===== config.mk =====
export PLATFORM = sky130hd
export DESIGN_NAME = generate_pipeline
export DESIGN_NICKNAME = d
export VERILOG_FILES = /design/src/rtl/generate_pipeline_pkg.sv /design/src/rtl/generate_pipeline_stage.sv /design/src/rtl/generate_pipeline.sv
export SDC_FILE = /design/constraint.sdc
export NUM_CORES = 1
export LEC_CHECK = 0
export CORE_ASPECT_RATIO = 0.75
export CORE_MARGIN = 3
export CORE_UTILIZATION = 35
export CTS_BUF_LIST = sky130_fd_sc_hd__clkbuf_2
export CTS_CLUSTER_DIAMETER = 200
export DETAILED_ROUTE_END_ITERATION = 6
export PLACE_DENSITY_LB_ADDON = 0.05
export SETUP_SLACK_MARGIN = 0.02
export SLEW_MARGIN = 20
export SYNTH_ARGS = -nofsm -noshare
export SYNTH_HDL_FRONTEND = slang
export SYNTH_SLANG_ARGS = --single-unit

===== constraint.sdc =====
create_clock -name i_clk -period 2.15 [get_ports i_clk]
set_input_delay 0.43 -clock i_clk [delete_from_list [all_inputs] [get_ports i_clk]]
set_output_delay 0.43 -clock i_clk [all_outputs]
set_load 0.005 [all_outputs]

===== src/rtl/generate_pipeline_pkg.sv =====
// generate_pipeline_pkg: shared helpers for the elastic register pipeline
package generate_pipeline_pkg;
  function automatic int count_width(input int depth);
    return (depth < 1) ? 1 : $clog2(depth + 1);
  endfunction
endpackage


===== src/rtl/generate_pipeline_stage.sv =====
// generate_pipeline_stage: one valid/data register slot of the elastic pipeline
module generate_pipeline_stage
  import generate_pipeline_pkg::*;
#(
  parameter int WIDTH = 8
) (
  input  logic             i_clk,
  input  logic             i_rst_n,
  input  logic             i_en,
  input  logic             i_valid,
  input  logic [WIDTH-1:0] i_data,
  output logic             o_valid,
  output logic [WIDTH-1:0] o_data
);
  logic             r_valid;
  logic [WIDTH-1:0] r_data;
  // data only moves with a valid beat so idle cycles do not toggle it
  always_ff @(posedge i_clk or negedge i_rst_n) begin
    if (!i_rst_n) begin
      r_valid <= 1'b0;
      r_data  <= '0;
    end else if (i_en) begin
      r_valid <= i_valid;
      if (i_valid) r_data <= i_data;
    end
  end
  assign o_valid = r_valid;
  assign o_data  = r_data;
endmodule


===== src/rtl/generate_pipeline.sv =====
// generate_pipeline: elastic DEPTH-stage valid/ready pipeline with bubble collapsing.
// Define GENERATE_PIPELINE_FLUSH_EN to add a synchronous i_flush that empties every stage.
module generate_pipeline
  import generate_pipeline_pkg::*;
#(
  parameter int WIDTH = 8,
  parameter int DEPTH = 4
) (
  input  logic                          i_clk,
  input  logic                          i_rst_n,
`ifdef GENERATE_PIPELINE_FLUSH_EN
  input  logic                          i_flush,
`endif
  input  logic                          i_valid,
  output logic                          o_ready,
  input  logic [WIDTH-1:0]              i_data,
  output logic                          o_valid,
  input  logic                          i_ready,
  output logic [WIDTH-1:0]              o_data,
  output logic [count_width(DEPTH)-1:0] o_count
);
  localparam int CW = count_width(DEPTH);
  if (DEPTH == 0) begin : g_pass
    assign o_valid = i_valid;
    assign o_ready = i_ready;
    assign o_data  = i_data;
    assign o_count = '0;
  end else begin : g_pipe
    logic             w_flush;
    logic [DEPTH:0]   w_rdy;
    logic [DEPTH-1:0] w_vq;
    logic [DEPTH:0]   w_sv;
    logic [WIDTH-1:0] w_sd [DEPTH+1];
    logic             w_in;
    logic             w_out;
    logic [CW-1:0]    r_count;
`ifdef GENERATE_PIPELINE_FLUSH_EN
    assign w_flush = i_flush;
`else
    assign w_flush = 1'b0;
`endif
    // a stage can load when it is empty or everything below it moves
    always_comb begin
      w_rdy        = '0;
      w_rdy[DEPTH] = i_ready;
      for (int k = DEPTH - 1; k >= 0; k--) w_rdy[k] = !w_vq[k] || w_rdy[k+1];
    end
    assign w_sv    = {w_vq, i_valid};
    assign w_sd[0] = i_data;
    for (genvar k = 0; k < DEPTH; k++) begin : stage_gen
      generate_pipeline_stage #(.WIDTH(WIDTH)) u_stage (
        .i_clk   (i_clk),
        .i_rst_n (i_rst_n),
        .i_en    (w_rdy[k] || w_flush),
        .i_valid (w_sv[k] && !w_flush),
        .i_data  (w_sd[k]),
        .o_valid (w_vq[k]),
        .o_data  (w_sd[k+1])
      );
    end
    assign o_ready = w_rdy[0] && !w_flush;
    assign o_valid = w_vq[DEPTH-1];
    assign o_data  = w_sd[DEPTH];
    assign w_in    = i_valid && o_ready;
    assign w_out   = o_valid && i_ready;
    always_ff @(posedge i_clk or negedge i_rst_n) begin
      if (!i_rst_n) r_count <= '0;
      else if (w_flush) r_count <= '0;
      else if (w_in && !w_out) r_count <= r_count + CW'(1);
      else if (w_out && !w_in) r_count <= r_count - CW'(1);
    end
    assign o_count = r_count;
    always @(posedge i_clk) begin
      if (i_rst_n) assert (int'(r_count) == $countones(w_vq));
    end
  end
endmodule


Word-level counts from Yosys, hierarchy flattened. Cells that the tools add are included.

Add/sub/neg operators: 2. $mul: 0. Divide/modulo/power cells: 0. Magnitude comparators: 0. Equality and inequality tests: 0. Shift-type cells: 0. Mux-type cells: 2. Bitwise gates (word level): 0. Reductions and logical operators: 19.

Operator list (number): $reduce_and 2->1 (4); $logic_not 1->1 (6); $mux 3 (2); $logic_and 1x1->1 (4); $logic_or 1x1->1 (4); $add 3x1->3 const B (1); $sub 3x1->3 const B (1); $reduce_bool 2->1 (1).

Bits in registers: 39. Bits in latches: 0. Bits in writable memories: 0. ROM bits: 0. Output and inout port bits: 13. Word-level logic and storage cells: 32. Memories: 0.

Longest topological paths before layout. Gate-level depths: netlist of the first run.

Word-level depth: 10. Depth in mapped cells: 9.

Modules after synthesis. A second synthesis of the first run with hierarchy kept.

Cell total of the unflattened synthesis: 98. Area total of the unflattened synthesis: 1537.7 um2.

By module, submodules not included: generate_pipeline_stage (times used 4, cells an instance 20, area each 335.3 um2, seq. area each 225.2 um2); generate_pipeline (times used 1, cells an instance 18, area each 196.4 um2, seq. area each 75.1 um2).

Worst setup path before layout of the first run. OpenSTA, ideal clock, no wires.

Kind: input -> register. Start: in i_ready. End: reg g_pipe.r_count[1], in the netlist o_count[1]. Setup time: 0.125 ns. Data arrival time: 1.857 ns. Data required time: 2.025 ns. Setup slack: 0.168 ns. Stages on the path: 7. Cells stage by stage: nand4b_4 -> o21ai_4 -> inv_1 -> ha_1 -> inv_1 -> fa_1 -> mux2_2.

Cells in the longest elaborated chain, start to end: 8.

Ends and longest elaborated chain: start: declaration (line generate_pipeline.sv:18) `input logic i_ready,`; $logic_or 1x1->1 (*) (4 in a row) (line generate_pipeline.sv:46) `for (int k = DEPTH - 1; k >= 0; k--) w_rdy[k] = !w_vq[k] || w_rdy[k+1];`; $logic_and 1x1->1 (*) (line generate_pipeline.sv:64) `assign w_in = i_valid && o_ready;`; net g_pipe.w_in (line generate_pipeline.sv:34) `logic w_in;`; $logic_not 1->1 (line generate_pipeline.sv:70) `else if (w_out && !w_in) r_count <= r_count - CW'(1);`; $logic_and 1x1->1 (line generate_pipeline.sv:70); $reduce_bool 2->1 (no source line); end signal: assignment (line generate_pipeline.sv:69) `else if (w_in && !w_out) r_count <= r_count + CW'(1);`; end signal: assignment (line generate_pipeline.sv:70); end: declaration (line generate_pipeline.sv:36) `logic [CW-1:0] r_count;`.

The timed path passes the listed nets; every way through them passes the cells marked *. A chain may end at the register's enable or synchronous reset.

Final worst setup path of the first run.
Start: in i_ready. End: out o_ready.

Cells in the longest elaborated chain, start to end: 4.

Ends and longest elaborated chain: $logic_or 1x1->1 (4 in a row) (line generate_pipeline.sv:46); end: declaration (line generate_pipeline.sv:15) `output logic o_ready,`.

Every way passes these cells.

==> results of run 1 <==
[report_power, final]
group	leakage, uW	internal [uW]	switching, uW
Clock	0.0000262	68.9	219
Combinational	0.000352	441	188
Sequential	0.000451	979	134
Total	0.000829	1490	541
[logic make-up after synthesis]
| group | count (synthesis) |
|---|---|
| muxes | 33 |
| and+or+nand+nor | 13 |
| xor gates and xnor gates | 3 |
| AOI/OAI and AO/OA | 1 |
| DFF | 39 |
| adders and majority gates | 2 |
| buffers and inverters | 3 |
[state kept, by name, summed over array words and instances (netlist names)]
name / flops
g_pipe.stage_gen.u_stage.o_data: 32
g_pipe.stage_gen.u_stage.o_valid: 4
o_count: 3
[critical path, cell delays in order]
cell and delay [ns]:
clkdlybuf4s50_1 0.43, nand4b_4 0.20, or2_2 0.31, dlygate4sd2_1 0.27
[cell usage in the layout (no fill, tap or decap), drive strengths merged, types with 2 or more instances in the layout]
| master | n |
|---|---|
| buf | 8 |
| mux2 | 33 |
| clkdlybuf4s50 | 22 |
| xor2 | 2 |
| clkbuf | 5 |
| nand2b | 4 |
| dfrtp | 39 |
| nand2 | 5 |
| inv | 3 |
| clkinv | 2 |
[layer usage]
metal	up-vias	share of wire [%]	GRT usage (%)
met1	413	48	13.6
met5	-	0	0
met3	4	4.7	4.29
li1	398	-	-
met2	17	46	16.1
met4	0	1.3	4.98
[cell type report]
class / instances / share of cell area (%)
Sequential cell: 39 / 50.7
Clock inverter: 2 / 0.455
Clock buffer: 5 / 1.30
Tap cell: 55 / 3.58
Multi-Input combinational cell: 52 / 27.9
Timing Repair Buffer: 32 / 15.4
Inverter: 3 / 0.586
[worst min path at each step]
| stage | start | to | slack [ns] | cells after the start |
|---|---|---|---|---|
| floorplan | i_rst_n | g_pipe.stage_gen[0].u_stage.o_data[0] | 0.13 | 0 |
| global placement | i_rst_n | o_count[2] | 0.44 | 1 |
| detailed placement | i_rst_n | o_count[2] | 0.45 | 1 |
| CTS | o_count[2] | o_count[2] | 0.49 | 1 |
| global route | o_count[2] | o_count[2] | 0.51 | 1 |
| finish | o_count[2] | o_count[2] | 0.49 | 1 |
[stage by stage]
| step | hold slack [ns] | cell area (sq um) | setup WS, ns | utilization (%) |
|---|---|---|---|---|
| 2_1_floorplan | 0.134 | 1520 | 0.168 | - |
| 3_3_place_gp | 0.443 | 1880 | -0.122 | 45.5 |
| 3_5_place_dp | 0.449 | 1880 | -0.164 | 45.5 |
| 4_1_cts | 0.491 | 1920 | 0.0662 | 46.6 |
| 5_1_grt | 0.511 | 1920 | 0.0222 | 46.6 |
| 6_report | 0.490 | 1920 | 0.0732 | 46.6 |
[timing repair]
action                                 CTS  global route
setup endpoints to repair                1             0
hold buffers                             1             0
resized for setup                        1             0
endpoints found under the hold margin   10             0
==> summary.txt, run 1 <==
Status -> finished clean
Critical path class -> input port to primary output
Port bufs -> 24
Die Area -> 5190 sq um
Maximum vdd ir drop -> 370 uV
Initial antenna violation count -> 0
Post-layout minimum cycle time -> 2.08 ns
Final setup fails -> 0
CP endpoint -> o_ready
Number of synthesized flops with an enable pin -> 0
Synth cell types -> 15
Via count -> 832
Worst slew pin tran -> 0.535 ns
Unrepaired setup endpoints after global routing -> no
Remaining global-route overflow -> 0
Filler cell count -> 379
Critical Path Fanout Max -> 3
Worst R2R End -> o_count[1]
Core area -> 4130 sq um
Mux cell area share after synthesis -> 24.4%
Synth Area in Adders -> 2.13%
Ratio of cells with drive above 1 in the final layout -> 39.1%
Final Skew -> 0.0203 ns
Post-synth top cells -> dfrtp_1, mux2_2, nand2b_1
Final Power -> 2030 uW
Initial DRT Pass Iterations -> 4
Root Buffer -> clkbuf_2
#FFs+latches synth -> 39
Syn Inst Count -> 94
Period utilisation layout -> 96.6%
FF-to-FF path depth -> 7
Register area share after synthesis -> 64.0%
Async SR Flop Fraction -> 100%
Req. time, crit path -> 1.72 ns
Placer Congestion -> 0.702
Post-synthesis xor/xnor area fraction -> 1.72%
Internal reg-to-reg setup slack -> 0.34 ns
CP Capture Type -> primary output
CTS H-tree lvls -> 2
Reg clk slew, reported paths -> 0.19 ns
Initial DRC count -> 16
Post-DP HPWL -> 1780 um
Multi-input gate area -> 537 sq um
CTS max path bufs -> 2
Largest net degree at the start of global routing -> 25
Simple-Gate Fraction of Synth Area -> 5.91%
R2R Path Start -> g_pipe.stage_gen[3].u_stage.o_valid
Clk sink count -> 39
CP startpoint -> i_ready
Initial Util -> 36.9%
Clock Latency Late Sink -> 0.37 ns
Final Hold Vio Count -> 0
Dominant cell by count in the synthesized netlist -> dfrtp_1
Ports -> 25
F_max -> 0.482 GHz
Num CTS Buffers -> 5
DRC Markers -> 0
Routed Antenna Nets -> 0
CTS tree -> yes
Area grow syn2layout -> 26.2%
Max-Cap Viols -> 0
Max-slew violation count -> 0
Drt wl/cell -> 13.0 um
Top cell type's share of synthesized area -> 64.0%
# rows -> 20
Synth area leaders -> dfrtp_1, mux2_2, nand2b_1, nand4b_4, fa_1
Global-route wire length before repair -> 4080 um
Hold WC Path Type -> flip-flop to flip-flop
Die H -> 63.1 um
Non-filler cells, final -> 188
WP data arrival -> 1.65 ns
Crit path launch type -> input port
Ys flop type -> dfrtp_1
Synth Area in Compound Gates -> 1.07%
Final nets -> 147
YS warnings -> 0
Storage cell area -> 976 sq um
Max-slew headroom -> 64.3%
Post-Syn Nets -> 108
Vias in the first global route -> 874
Mapped Area -> 1520 sq um
Pleak -> 0.000829 uW
Largest family of logic cells by synthesized area -> multiplexers
Tot GR Track Use -> 10.8%
Area leader, netlist -> dfrtp_1
Power per cell area -> 1060 nW/um^2
Placed cell count -> 180
Setup Fix Bufs, Post-CTS -> 0
Vias/cell -> 4.43
Antenna cells -> 0
DIE WIDTH -> 82.2 um
Final TNS setup -> 0 ns
DRT Wirelength -> 2450 um
Syn_area_per_cell -> 16.2 sq um
No activity file was read; power rests on OpenSTA's default activity.
==> run 2: changes to the inputs <==
clock period = 1.7 ns   (was 2.15 ns; I/O delays follow)
==> run 2 against run 1 <==
  * Power increased by 32%
  * Sequential power increased by 27%
  * Largest power group unchanged
  * Critical path type is now flip-flop to flip-flop
  * Wire length increased by 5.7%
  * The flow now finishes with violations (negative setup slack)
  * Largest cell class unchanged
==> summary.txt, run 2 (synthesized netlist as in run 1, its figures left out) <==
Drt wl/cell -> 13.0 um (about the same)
Final Power -> 2670 uW (was 2030 uW)
Initial DRC count -> 34 (was 16)
Final instance area -> 2040 sq um (was 1920 sq um)
Max-slew violation count -> 0 (unchanged)
Non-filler cells, final -> 199 (was 188)
# rows -> 20 (unchanged)
Remaining global-route overflow -> 0 (unchanged)
Root Buffer -> clkbuf_2 (unchanged)
Reg clk slew, reported paths -> 0.18 ns (was 0.19 ns)
Most common cell after layout, fill and taps aside -> dfrtp_1 (unchanged)
Post-layout minimum cycle time -> 1.87 ns
Pleak -> 0.000941 uW (was 0.000829 uW)
Maximum vdd ir drop -> 519 uV (was 370 uV)
Multi-input gate area -> 554 sq um (was 537 sq um)
Tot GR Track Use -> 12.0% (was 10.8%)
Req. time, crit path -> 1.97 ns (was 1.72 ns)
Hold WC Path Type -> input port to asynchronous set/reset pin (was flip-flop to flip-flop)
GR Util met2 -> 16.6% (was 16.1%)
Critical Path Fanout Max -> 2 (was 3)
Worst slew pin tran -> 0.500 ns (was 0.535 ns)
Met1 usage -> 16.7% (was 13.6%)
Max-slew headroom -> 66.7% (was 64.3%)
Failing checks -> negative setup slack
GR peak layer -> met1 (was met2)
Storage cell area -> 976 sq um (unchanged)
Worst stage delay on the critical path -> 0.45 ns (was 0.43 ns)
Die H -> 63.1 um (unchanged)
Clock Latency Late Sink -> 0.36 ns (was 0.37 ns)
Max-Cap Viols -> 0 (unchanged)
Critical-path top delay cell -> dfrtp_1 (was clkdlybuf4s50_1)
DIE WIDTH -> 82.2 um (unchanged)
Crit path cell chain -> nand4b_4 -> buf_6 -> o21ai_4 -> inv_2 -> ha_4 -> inv_2 -> fa_2 -> mux2_2 (was clkdlybuf4s50_1 -> nand4b_4 -> or2_2 -> dlygate4sd2_1)
Vias/cell -> 4.41 (was 4.43)
WP data arrival -> 2.14 ns (was 1.65 ns)
Global-route wire length before repair -> 4650 um (was 4080 um)
F_max -> 0.533 GHz
Status -> finished with violations (was finished clean)
CTS H-tree lvls -> 2 (unchanged)
Period utilisation layout -> 110%
Placed instance area -> 1930 sq um (was 1880 sq um)
Ratio of cells with drive above 1 in the final layout -> 46.5% (was 39.1%)
Power per cell area -> 1310 nW/um^2 (was 1060 nW/um^2)
Port bufs -> 24 (unchanged)
Final setup fails -> 4 (was 0)
FF-to-FF path depth -> 8 (was 7)
Routed Antenna Nets -> 0 (unchanged)
Filler cell count -> 377 (was 379)
Unrepaired setup endpoints after global routing -> yes (was no)
Antenna cells -> 0 (unchanged)
Critical path class -> flip-flop to flip-flop (was input port to primary output)
Placed cell count -> 184 (was 180)
CTS max path bufs -> 2 (unchanged)
DRT Wirelength -> 2590 um (was 2450 um)
Final worst setup slack -> -0.175 ns (was 0.0732 ns)
Initial Util -> 36.9% (unchanged)
CTS tree -> yes (unchanged)
Via count -> 878 (was 832)
Final Skew -> 0.0102 ns (was 0.0203 ns)
Ports -> 25 (unchanged)
CP Capture Type -> flip-flop (was primary output)
Area grow syn2layout -> 34.2% (was 26.2%)
Post-DP HPWL -> 1880 um (was 1780 um)
Placer Congestion -> 0.713 (was 0.702)
Core area -> 4130 sq um (unchanged)
WHS -> 0.439 ns (was 0.490 ns)
Largest net degree at the start of global routing -> 24 (was 25)
Final nets -> 157 (was 147)
Largest register FFs -> 32 (unchanged)
Commonest non-fill, non-tap cells in the layout -> dfrtp_1, mux2_2, buf_4 (was dfrtp_1, mux2_2, clkdlybuf4s50_1)
Initial DRT Pass Iterations -> 2 (was 4)
Crit path launch type -> flip-flop (was input port)
DRC Markers -> 0 (unchanged)
Initial antenna violation count -> 0 (unchanged)
Vias in the first global route -> 943 (was 874)
Final Hold Vio Count -> 0 (unchanged)
Clk sink count -> 39 (unchanged)
Critical Path Most Common Cell -> inv_2
Num CTS Buffers -> 5 (unchanged)
Met3 Use GR -> 4.29% (unchanged)
Die Area -> 5190 sq um (unchanged)
run 2: worst max-delay path, delay by kind of cell (launching register included):
kind	cells	cell delay [ns]
flops	1	0.45
mux	1	0.26
compound gates	1	0.13
simple gates	1	0.12
buf+inv	3	0.25
fa+ha+maj	2	0.57
run 2: per-stage QoR:
| stage | utilization, % | TNS, ns | worst slack, ns |
|---|---|---|---|
| 2_1_floorplan | - | -0.288 | -0.217 |
| 3_3_place_gp | 46.6 | -3.84 | -0.481 |
| 3_5_place_dp | 46.6 | -5.51 | -0.557 |
| 4_1_cts | 48.2 | -0.703 | -0.207 |
| 5_1_grt | 49.5 | -0.786 | -0.239 |
| 6_report | 49.5 | -0.434 | -0.175 |
run 2: layout make-up:
class                   instances  area share, %
repair buffers                 42           19.4
clock inverters                 2          0.367
inverters                       3          0.551
multi-input cells              52           27.1
clock buffers                   6           1.47
flip-flops and latches         39           47.7
well taps                      55           3.37
run 2: power breakdown:
group          internal, uW  leakage, uW  switching [uW]
registers              1240     0.000451             169
clock network          99.3    0.0000281             280
logic                   611     0.000462             277
run 2: path summary, 6_finish.rpt:
path	to	from	slack (ns)
max reg2reg	o_count[1]	g_pipe.stage_gen[3].u_stage.o_valid	-0.17
min reg2reg	g_pipe.stage_gen[2].u_stage.o_data[3]	g_pipe.stage_gen[1].u_stage.o_data[3]	0.52
min in group i_clk	g_pipe.stage_gen[3].u_stage.o_valid	i_ready	0.49
min	g_pipe.stage_gen[3].u_stage.o_data[7]	i_rst_n	0.44
max in group asynchronous	g_pipe.stage_gen[0].u_stage.o_data[2]	i_rst_n	0.69
max	o_count[1]	g_pipe.stage_gen[3].u_stage.o_valid	-0.17
run 2: routing by layer:
layer	vias up	share of wire, %
li1	417	-
met1	438	50
met2	18	44
met3	5	4.9
met4	0	1.4
met5	-	0
run 2: what timing repair did:
item	in CTS	in global routing
setup endpoints to repair	5	11
pin swaps	4	3
hold buffers	1	0
buffers inserted	2	4
resized for setup	5	11
endpoints found under the hold margin	21	0
==> run 3: changes to the inputs <==
CORE_MARGIN = 2   (was 3)
==> run 3 against run 2 <==
  * The run still ends with negative setup slack left
  * Via count down 1.4%
  * Combinational power is 4.2% higher
  * Power rose by 0.30%
  * Flip-flop and latch count did not move
  * Sequential share of layout area grew 0.15 points
==> summary.txt, run 3 (synthesized netlist as in run 1, its figures left out) <==
Largest net degree at the start of global routing -> 27 (was 24)
Worst slew pin tran -> 0.558 ns (was 0.500 ns)
Req. time, crit path -> 1.96 ns (was 1.97 ns)
Critical Path Most Common Cell -> inv_2 (unchanged)
Hold WC Path Type -> input port to asynchronous set/reset pin (unchanged)
CP top delay family -> adder cells (unchanged)
Ports -> 25 (unchanged)
Placer Congestion -> 0.685 (was 0.713)
Critical-path top delay cell -> dfrtp_1 (unchanged)
CP startpoint -> g_pipe.stage_gen[3].u_stage.o_valid (unchanged)
Antenna cells -> 0 (unchanged)
Commonest non-fill, non-tap cells in the layout -> dfrtp_1, mux2_2, clkdlybuf4s50_1 (was dfrtp_1, mux2_2, buf_4)
Routed Antenna Nets -> 0 (unchanged)
F_max -> 0.577 GHz (was 0.533 GHz)
Die H -> 61.1 um (was 63.1 um)
Final nets -> 157 (unchanged)
Initial Util -> 37.1% (was 36.9%)
Final Skew -> 0.00593 ns (was 0.0102 ns)
Initial antenna violation count -> 0 (unchanged)
Core area -> 4100 sq um (was 4130 sq um)
Post-DP HPWL -> 1900 um (was 1880 um)
Clk sink count -> 39 (unchanged)
Clock Latency Late Sink -> 0.36 ns (about the same)
Status -> finished with violations (unchanged)
# rows -> 20 (unchanged)
Max-Cap Viols -> 0 (unchanged)
Num CTS Buffers -> 5 (unchanged)
Tot GR Track Use -> 12.2% (was 12.0%)
Initial DRT Pass Iterations -> 4 (was 2)
DIE WIDTH -> 80.2 um (was 82.2 um)
Vias in the first global route -> 879 (was 943)
Power per cell area -> 1320 nW/um^2 (was 1310 nW/um^2)
WP data arrival -> 2.00 ns (was 2.14 ns)
Most common cell after layout, fill and taps aside -> dfrtp_1 (unchanged)
CP Capture Type -> flip-flop (unchanged)
Buf/Inv on CP -> 2 (was 3)
Final worst setup slack -> -0.0341 ns (was -0.175 ns)
CTS H-tree lvls -> 2 (unchanged)
Crit path launch type -> flip-flop (unchanged)
Remaining global-route overflow -> 0 (unchanged)
Final setup fails -> 2 (was 4)
DRC Markers -> 0 (unchanged)
Final Hold Vio Count -> 0 (unchanged)
Crit path cell chain -> nand4b_4 -> o21ai_4 -> inv_2 -> ha_4 -> inv_2 -> fa_1 -> mux2_2 (was nand4b_4 -> buf_6 -> o21ai_4 -> inv_2 -> ha_4 -> inv_2 -> fa_2 -> mux2_2)
R2R Path Start -> g_pipe.stage_gen[3].u_stage.o_valid (unchanged)
CTS max path bufs -> 2 (unchanged)
Post-layout minimum cycle time -> 1.73 ns (was 1.87 ns)
DRT Wirelength -> 2480 um (was 2590 um)
CTS tree -> yes (unchanged)
Port bufs -> 24 (unchanged)
Via count -> 866 (was 878)
Worst stage delay on the critical path -> 0.44 ns (was 0.45 ns)
Number of cells on the critical path -> 7 (was 8)
Setup slack at placement -> -0.509 ns (was -0.557 ns)
Vias/cell -> 4.40 (was 4.41)
Die Area -> 4900 sq um (was 5190 sq um)
Drt wl/cell -> 12.6 um (was 13.0 um)
Max-slew violation count -> 0 (unchanged)
Period utilisation layout -> 102% (was 110%)
Unrepaired setup endpoints after global routing -> yes (unchanged)
FF-to-FF path depth -> 7 (was 8)
Internal reg-to-reg setup slack -> -0.03 ns (was -0.17 ns)
Initial DRC count -> 39 (was 34)
Ratio of cells with drive above 1 in the final layout -> 47.9% (was 46.5%)
Largest register FFs -> 32 (unchanged)
Global-route wire length before repair -> 4250 um (was 4650 um)
Area grow syn2layout -> 33.7% (was 34.2%)
Root Buffer -> clkbuf_2 (unchanged)
Reg clk slew, reported paths -> 0.16 ns (was 0.18 ns)
Critical path class -> flip-flop to flip-flop (unchanged)
Final core utilization -> 49.7% (was 49.5%)
Max-slew headroom -> 62.8% (was 66.7%)
CP endpoint -> o_count[1] (unchanged)
Pleak -> 0.000921 uW (was 0.000941 uW)
Worst R2R End -> o_count[1] (unchanged)
Maximum vdd ir drop -> 544 uV (was 519 uV)
Critical Path Fanout Max -> 3 (was 2)
Failing checks -> negative setup slack (unchanged)
-- run 3: how the worst min path moves through the flow --
stage                                                  endpoint    start  depth (start not counted)  slack (ns)
after floorplan           g_pipe.stage_gen[0].u_stage.o_data[0]  i_rst_n                          0        0.04
after global placement    g_pipe.stage_gen[0].u_stage.o_data[1]  i_rst_n                          1        0.35
after detailed placement  g_pipe.stage_gen[0].u_stage.o_data[1]  i_rst_n                          1        0.35
after CTS                 g_pipe.stage_gen[1].u_stage.o_data[0]  i_rst_n                          2        0.45
after global routing        g_pipe.stage_gen[3].u_stage.o_valid  i_ready                          4        0.47
final                     g_pipe.stage_gen[0].u_stage.o_data[1]  i_rst_n                          2        0.47
-- run 3: through the flow --
| step | instances | hold WS (ns) | total power [uW] | setup TNS (ns) | instance area [sq um] |
|---|---|---|---|---|---|
| 6_report | 197 | 0.473 | 2680 | -0.0426 | 2040 |
| 5_1_grt | 197 | 0.474 | 2900 | -0.283 | 2040 |
| 4_1_cts | 194 | 0.454 | 2690 | -0.152 | 1990 |
| 3_5_place_dp | 184 | 0.354 | 2300 | -4.27 | 1930 |
| 3_3_place_gp | 184 | 0.349 | 2250 | -3.50 | 1930 |
| 2_1_floorplan | 94 | 0.0444 | 1820 | -0.288 | 1530 |
-- run 3: final cells by class --
cell class / instances / area (sq um)
clock buffer: 6 / 30.0
fill: 380 / 2070
inverter: 3 / 11.3
multi-input combinational: 52 / 554
sequential: 39 / 976
tap: 55 / 68.8
timing repair buffer: 42 / 398
-- run 3: worst reg2reg max path, stage by stage (launching register included) --
cell,delay (ns)
dfrtp_1,0.44
nand4b_4,0.14
o21ai_4,0.16
inv_2,0.06
ha_4,0.16
inv_2,0.04
fa_1,0.39
mux2_2,0.26
-- run 3: power by group --
part	leakage, uW	internal [uW]	total, uW	switching (uW)
logic	0.000446	645	925	279
registers	0.000451	1240	1410	170
clock network	0.0000249	93.1	349	256
-- run 3: layer usage --
metal | vias to the layer above | GRT usage [%] | wire (um)
li1 | 420 | - | -
met1 | 417 | 16.1 | 1210
met2 | 21 | 17.4 | 1070
met3 | 8 | 4.11 | 140
met4 | 0 | 7.99 | 58
met5 | - | 0 | 0
-- run 3: repair_timing --
action | 4_1_cts | 5_1_grt
hold buffers | 1 | 0
endpoints found under the hold margin | 24 | 0
buffers inserted | 3 | 3
setup endpoints to repair | 6 | 9
pin swaps | 3 | 4
resized for setup | 9 | 8
